[src/rtl/multi_sonar_ranger.sv]
// Round-robin ultrasonic ranger: triggers one sensor at a time, times its
// echo in us ticks and converts the width to cm (58 us per cm).
module multi_sonar_ranger #(
  parameter int CLK_HZ     = 50000000,
  parameter int NUM_CH     = 4,
  parameter int DIST_W     = 9,
  parameter int TRIG_US    = 10,
  parameter int TIMEOUT_US = 30000,
  parameter int GAP_US     = 60000,
  parameter int NEAR_CM    = 10
) (
  input  logic                       clk_50m,
  input  logic                       rst,
  input  logic                       enable,
  input  logic [NUM_CH-1:0]          echo,
  output logic [NUM_CH-1:0]          trig,
  output logic [NUM_CH*DIST_W-1:0]   distance,
  output logic [NUM_CH-1:0]          timeout,
  output logic [NUM_CH-1:0]          near,
  output logic                       valid,
  output logic [2:0]                 ch_id
);

  localparam int PRE  = CLK_HZ / 1000000;
  localparam int PW   = (PRE > 1) ? $clog2(PRE) : 1;
  localparam int TM1  = (TIMEOUT_US > GAP_US) ? TIMEOUT_US : GAP_US;
  localparam int TMAX = (TM1 > TRIG_US) ? TM1 : TRIG_US;
  localparam int TW   = $clog2(TMAX + 1);

  typedef enum logic [2:0] {
    IDLE, TRIG, WAIT_RISE, MEASURE, DONE, GAP
  } state_t;

  state_t state, state_nx;

  logic [PW-1:0]     pre_cnt;
  logic              us_tick;
  logic [NUM_CH-1:0] s1, s2, s3;
  logic [NUM_CH-1:0] rise, fall;
  logic              cur_rise, cur_fall;
  logic [TW-1:0]     tcnt;
  logic [5:0]        sub;
  logic [DIST_W-1:0] cm;
  logic              to_flag;

  assign us_tick = (pre_cnt == PW'(PRE - 1));

  always_ff @(posedge clk_50m) begin
    if (rst || us_tick) pre_cnt <= '0;
    else                pre_cnt <= pre_cnt + 1'b1;
  end

  always_ff @(posedge clk_50m) begin
    if (rst) begin
      s1 <= '0;
      s2 <= '0;
      s3 <= '0;
    end else begin
      s1 <= echo;
      s2 <= s1;
      s3 <= s2;
    end
  end

  assign rise = s2 & ~s3;
  assign fall = ~s2 & s3;

  always_comb begin
    cur_rise = 1'b0;
    cur_fall = 1'b0;
    for (int i = 0; i < NUM_CH; i++) begin
      if (ch_id == 3'(i)) begin
        cur_rise = rise[i];
        cur_fall = fall[i];
      end
    end
  end

  always_ff @(posedge clk_50m) begin
    if (rst) state <= IDLE;
    else     state <= state_nx;
  end

  always_comb begin
    state_nx = state;
    unique case (state)
      IDLE:
        if (enable && us_tick) state_nx = TRIG;
      TRIG:
        if (us_tick && tcnt == TW'(TRIG_US - 1))
          state_nx = WAIT_RISE;
      WAIT_RISE:
        if (cur_rise)
          state_nx = MEASURE;
        else if (us_tick && tcnt == TW'(TIMEOUT_US - 1))
          state_nx = DONE;
      MEASURE:
        if (cur_fall || (us_tick && tcnt == TW'(TIMEOUT_US - 1)))
          state_nx = DONE;
      DONE:
        state_nx = GAP;
      GAP:
        if (us_tick && tcnt == TW'(GAP_US - 1))
          state_nx = IDLE;
      default:
        state_nx = IDLE;
    endcase
  end

  always_comb begin
    trig = '0;
    for (int i = 0; i < NUM_CH; i++) begin
      if (state == TRIG && ch_id == 3'(i)) trig[i] = 1'b1;
    end
  end

  // Ticks on the fall cycle still count, so an N us echo sees exactly N ticks.
  always_ff @(posedge clk_50m) begin
    if (rst) begin
      tcnt     <= '0;
      sub      <= '0;
      cm       <= '0;
      to_flag  <= 1'b0;
      valid    <= 1'b0;
      ch_id    <= '0;
      distance <= '0;
      timeout  <= '0;
      near     <= '0;
    end else begin
      valid <= (state == DONE);
      if (state != state_nx) tcnt <= '0;
      else if (us_tick)      tcnt <= tcnt + 1'b1;
      if (state == WAIT_RISE) begin
        sub <= '0;
        cm  <= '0;
      end else if (state == MEASURE && us_tick) begin
        if (sub == 6'd57) begin
          sub <= '0;
          if (cm != '1) cm <= cm + 1'b1;
        end else begin
          sub <= sub + 1'b1;
        end
      end
      if (state_nx == DONE && state != DONE)
        to_flag <= !(state == MEASURE && cur_fall);
      if (state == DONE) begin
        for (int i = 0; i < NUM_CH; i++) begin
          if (ch_id == 3'(i)) begin
            distance[i*DIST_W +: DIST_W] <= to_flag ? '1 : cm;
            timeout[i] <= to_flag;
            near[i]    <= !to_flag && (cm < DIST_W'(NEAR_CM));
          end
        end
      end
      if (state == GAP && state_nx == IDLE) begin
        if (ch_id == 3'(NUM_CH - 1)) ch_id <= '0;
        else                          ch_id <= ch_id + 1'b1;
      end
    end
  end

endmodule

[config.mk]
export PLATFORM = sky130hd
export DESIGN_NAME = multi_sonar_ranger
export DESIGN_NICKNAME = d
export VERILOG_FILES = /design/src/rtl/multi_sonar_ranger.sv
export SDC_FILE = /design/constraint.sdc
export NUM_CORES = 1
export LEC_CHECK = 0
export CAP_MARGIN = 30
export CORE_MARGIN = 2
export CORE_UTILIZATION = 30
export DETAILED_ROUTE_END_ITERATION = 16
export GPL_TIMING_DRIVEN = 0
export PLACE_DENSITY = 0.56
export SYNTH_ARGS = -nofsm -noshare
export SYNTH_HDL_FRONTEND = slang
export SYNTH_SLANG_ARGS = --single-unit
[constraint.sdc]
create_clock -name clk_50m -period 3.3 [get_ports clk_50m]
set_clock_uncertainty 0.05 [all_clocks]
set_input_delay 0.495 -clock clk_50m [delete_from_list [all_inputs] [get_ports clk_50m]]
set_output_delay 0.495 -clock clk_50m [all_outputs]
set_load 0.02 [all_outputs]
# Yosys cells after proc, flatten, opt, wreduce, memory -nomap -nowiden
# Cells that the tools add are included.
# W data, S select, Z words.
# classes
eq_ne,17
order_cmp,1
muxes,22
n_bitwise,4
reduce_logical,27
addsub,5
# op_table
op,n
$mux W3,7
$pmux W3 S6,1
$add A16 B1 Y16 const B,1
$eq A16 B15 Y1 const B,1
$eq A16 B16 Y1 const B,1
$eq A16 B4 Y1 const B,1
$logic_and A1 B1 Y1,13
$add A6 B1 Y6 const B,2
$eq A3 B2 Y1 const B,4
$eq A6 B6 Y1 const B,2
$mux W1,12
$add A9 B1 Y9 const B,1
$eq A3 B3 Y1 const B,3
$logic_not A3 Y1,3
$lt A9 B4 Y1 const B,1
$mux W9,1
$ne A9 B9 Y1 const B,1
$and A4 B4 Y4,2
$not A4 Y4,2
$reduce_and A2 Y1,4
$eq A3 B1 Y1 const B,2
$mux W6,1
$reduce_or A2 Y1,2
$add A3 B1 Y3 const B,1
5 further kinds,7
# word_totals
ff_bits,101
input_bits,7
word_cells,99
out_inout_bits,52

# Logic depth before layout (Yosys ltp)
# logic_depth
ltp_word,11
depth_mapped,10
ltp_nobuf,9

# Worst setup path after synthesis
# No wires, ideal clock.
# synth_timing
kind,register -> register
start,register ch_id[0]
end,register tcnt[10]
setup_time_ps,117
t_required_ps,3133
t_arrival_ps,2257
stages_incl_launch_ff,11
path_buffers,1
setup_slack_ps,876
cell_sequence,dfxtp_1 -> inv_1 -> ha_1 -> nor4bb_1 -> a311o_1 -> a32oi_1 -> nor3_1 -> a211o_1 -> nand3b_1 -> buf_4 -> nor3_2
# synth_between
elab_chain_cells,10
elab_cells_between_ends,18
# synth_rtl
element,line,source
from (decl),21,output logic [2:0] ch_id
from (signal assigned),157,else ch_id <= ch_id + 1'b1;
$logic_not A3 Y1,72,if (ch_id == 3'(i)) begin
$mux W1 (4 in a row),72,
$logic_or A1 B1 Y1,98,if (cur_fall || (us_tick && tcnt == TW'(TIMEOUT_US - 1)))
$mux W3,98,
$pmux W3 S6 (*),86,unique case (state)
$ne A3 B3 Y1 (*),131,if (state != state_nx) tcnt <= '0;
$reduce_or A2 Y1 (no source line) (*),-,
to (signal assigned),132,else if (us_tick) tcnt <= tcnt + 1'b1;
to (decl),41,logic [TW-1:0] tcnt;
# Every way passes the cells marked *; elsewhere a longest branch is shown, timed or not.
# A chain may end at the register's enable or synchronous reset.

# Worst setup path after layout
# layout_timing
start,register state[0]
end,output trig[3]
# layout_between
elab_chain_cells,3
# layout_rtl
element,line,source
from (decl),34,"state_t state, state_nx;"
from (signal assigned),81,else state <= state_nx;
$eq A3 B1 Y1,113,if (state == TRIG && ch_id == 3'(i)) trig[i] = 1'b1;
$logic_and A1 B1 Y1,113,
$mux W1,113,
to (decl),16,"output logic [NUM_CH-1:0] trig,"
# No other way between the ends.

==> results.txt <==
The post-synthesis instance area came out at 4320 sq um. The proportion of layout cells with a drive suffix above 1 is 7.94%. The count of flip-flops with a built-in enable after synthesis came out at 0. The mean routed wirelength per cell came out at 13.8 microns. At the later pin of the worst-skew pair, clock insertion delay measures 0.34 ns. The fmax came out at 323 MHz. The register bit total from synthesis came out at 101. For this run, design rule violations remaining after detail routing come to 0. The leakage power total came out at 1.76 nW. In this run, placement finished with an instance count of 718. The post-route fraction of the period consumed by the critical path is 93.8%. Port buffering added 57 buffers. The most common library cell in the layout ignoring fill and taps is dfxtp_1. The first-iteration detailed-routing DRC count came out at 158. The worst setup path is launched from a register. The repair_antennas step left the layout with diodes totalling 0. The count of clock tree sinks came out at 101. Data on the critical path is required at its endpoint by 2.75 ns. Synthesis handed over a netlist of 481 instances. The worst reg-to-reg setup slack is 0.58 ns. The top cell types in the final layout, fill and taps aside, are dfxtp_1 (101), nor2_1 (83), clkdlybuf4s50_1 (57), a211oi_1 (36), nand2_1 (36). The post-detailed-routing wire length came out at 10200 microns. The worst setup path is captured at an output pin. Before CTS, the worst setup slack after placement is 0.394 ns. The initial antenna violation count was 0.

Among all flip-flop cells after synthesis, the most frequent one is dfxtp_1. The post-layout worst setup margin is 0.205 ns. The residual antenna-violating net count after detailed routing came out at 0. The area of the multi-input gates is 2130 sq um. The post-layout minimum cycle time is 3.09 ns. The initial cell density of the core came out at 30.9%. The final setup TNS is 0 ns. Entering global routing, the biggest net connects 19 pins. For the worst setup path, the data arrival time is 2.55 ns. The HPWL reported at the end of detailed placement came out at 7650 microns. The count of maximum capacitance violations is 0.

The worst-margin pin slew came out at 0.912 ns. The area inside the core boundary came out at 14000 sq um. The final max-slew violation count is 0.

The final hold violation count came out at 0. For this design the top-level I/O count stands at 59. The cell area power density is 423 nW/um^2. The synthesis-to-finish area growth is 25.1%. Of all flip-flops after synthesis, the portion carrying an async set or reset was 0%. The worst setup path is of the reg2out kind. The post-detailed-route via-to-cell ratio came out at 4.83.

The number of H-tree levels is 3. The first detailed-routing pass ran for 4 iterations. The number of clock buffers inserted by TritonCTS came out at 9. The number of hold buffers added after CTS was 0. The congestion estimate from routability-driven global placement came to 0.796. The maximum fanout along the worst path came out at 10. The register area is 2020 sq um. Counting the fill cells in the layout gives 1420. The TritonCTS clock tree is built. The final standard cell utilization of the core came out at 38.6%. The number of global-route vias before repair was 3294. The routed layout has 3543 vias. The floorplan die height came out at 124 microns.

The net count after synthesis is 500. The worst slew slack as a fraction of its limit is 38.7%. The final net count came out at 568. The overflow left after global routing is 0. The sequential fraction of the synthesis area is 46.8%. The x dimension of the die is 124 microns.

The average cell area after synthesis came out at 8.99 sq um. VDD sags by at most 0.000279 V. The total number of placement rows is 43. The number of library cell types mapped by synthesis is 51. Global routing used 13.5% of the available tracks. The clock transition time at the flip-flop clock pins of the worst setup and hold paths is 0.07 ns.

The worst min-delay path class is reg2reg. The largest buffer count on any clock path came out at 2. Setup violations remaining at the end of the flow were counted as 0. The die covers 15400 sq um. For this run, the number of Yosys warnings is 0. Setup repair after global routing left no endpoint under its margin. The wire length of the first global-routing pass is 16300 microns. The run finished with clean final reports.

CTS placed an instance of clkbuf_16 at the clock tree root. The final instance count without filler cells came out at 734.
registers in the layout, summed over array words and instances (netlist names):
signal    cells
to_flag       1
distance     36
sub           6
valid         1
state         3
timeout       4
near          4
ch_id         3
tcnt         16
pre_cnt       6
s2            4
s3            4
s1            4
cm            9
synth_stat cells, types with 6 or more instances:
master	number	area (sq um)
nand4_1	13	81.3
nor2b_1	13	81.3
and3_1	6	37.5
xor2_1	15	131
dfxtp_1	101	2020
nor3_1	25	125
ha_1	12	150
inv_1	10	37.5
nor3_2	10	100
a21oi_1	19	95.1
nand3_1	9	45.0
buf_2	8	40.0
nand2_1	36	135
a211oi_1	36	270
clkbuf_1	13	48.8
nor2_1	83	312
xnor2_1	14	123
or3_1	6	37.5
o21ai_0	7	35.0
area by class of cell:
class                           count  area share [%]
Inverter                           10           0.694
Buffer                             26            2.52
Multi-Input combinational cell    344            39.4
Clock buffer                       10            4.24
Tap cell                          180            4.17
Timing Repair Buffer               57            10.6
Sequential cell                   101            37.4
Clock inverter                      6           0.995
critical path, cell delays in order, from the launching register on:
cell             delay, ns
dfxtp_1               0.30
buf_2                 0.21
buf_1                 0.42
nor3b_2               0.41
and3_1                0.24
clkdlybuf4s50_1       0.63
stage by stage:
| stage | hold WS [ns] | instance area [sq um] | power [mW] |
|---|---|---|---|
| 2_1_floorplan | 0.364 | 4320 | 1.29 |
| 3_3_place_gp | 0.379 | 5120 | 1.31 |
| 3_5_place_dp | 0.372 | 5120 | 1.31 |
| 4_1_cts | 0.389 | 5400 | 2.32 |
| 5_1_grt | 0.403 | 5410 | 2.38 |
| 6_report | 0.387 | 5410 | 2.29 |
final timing paths:
kind | startpoint | to | depth (start not counted)
setup reg to reg | ch_id[0] | tcnt[10] | 10
setup / recovery | state[0] | trig[3] | 5
hold reg to reg | s1[1] | s2[1] | 1
hold / removal | s1[1] | s2[1] | 1
cells by family after synthesis:
| kind of cell | count (synthesis) | share of synthesized area (%) |
|---|---|---|
| xor+xnor | 29 | 5.88 |
| simple gates | 226 | 27.3 |
| buf+inv | 36 | 4.02 |
| flops | 101 | 46.8 |
| mux | 2 | 0.753 |
| compound gates | 75 | 11.8 |
| fa+ha+maj | 12 | 3.47 |
metal layers:
metal / vias to the layer above / routed length, microns / track usage, %
met4: 0 / 149 / 3.93
met2: 77 / 4670 / 22.3
li1: 1818 / - / -
met3: 13 / 557 / 3.80
met1: 1635 / 4780 / 17.2
met5: - / 0 / 0
repair_timing:
item | in CTS | in global routing
gates resized for setup | 0 | 1
setup endpoints to repair | 0 | 4
setup buffers | 0 | 0
report_power, final:
| group | internal [mW] | switching (mW) |
|---|---|---|
| Combinational | 0.0189 | 0.0318 |
| Clock | 0.525 | 0.480 |
| Sequential | 1.23 | 0.00591 |
No activity file was read; power rests on OpenSTA's default activity.
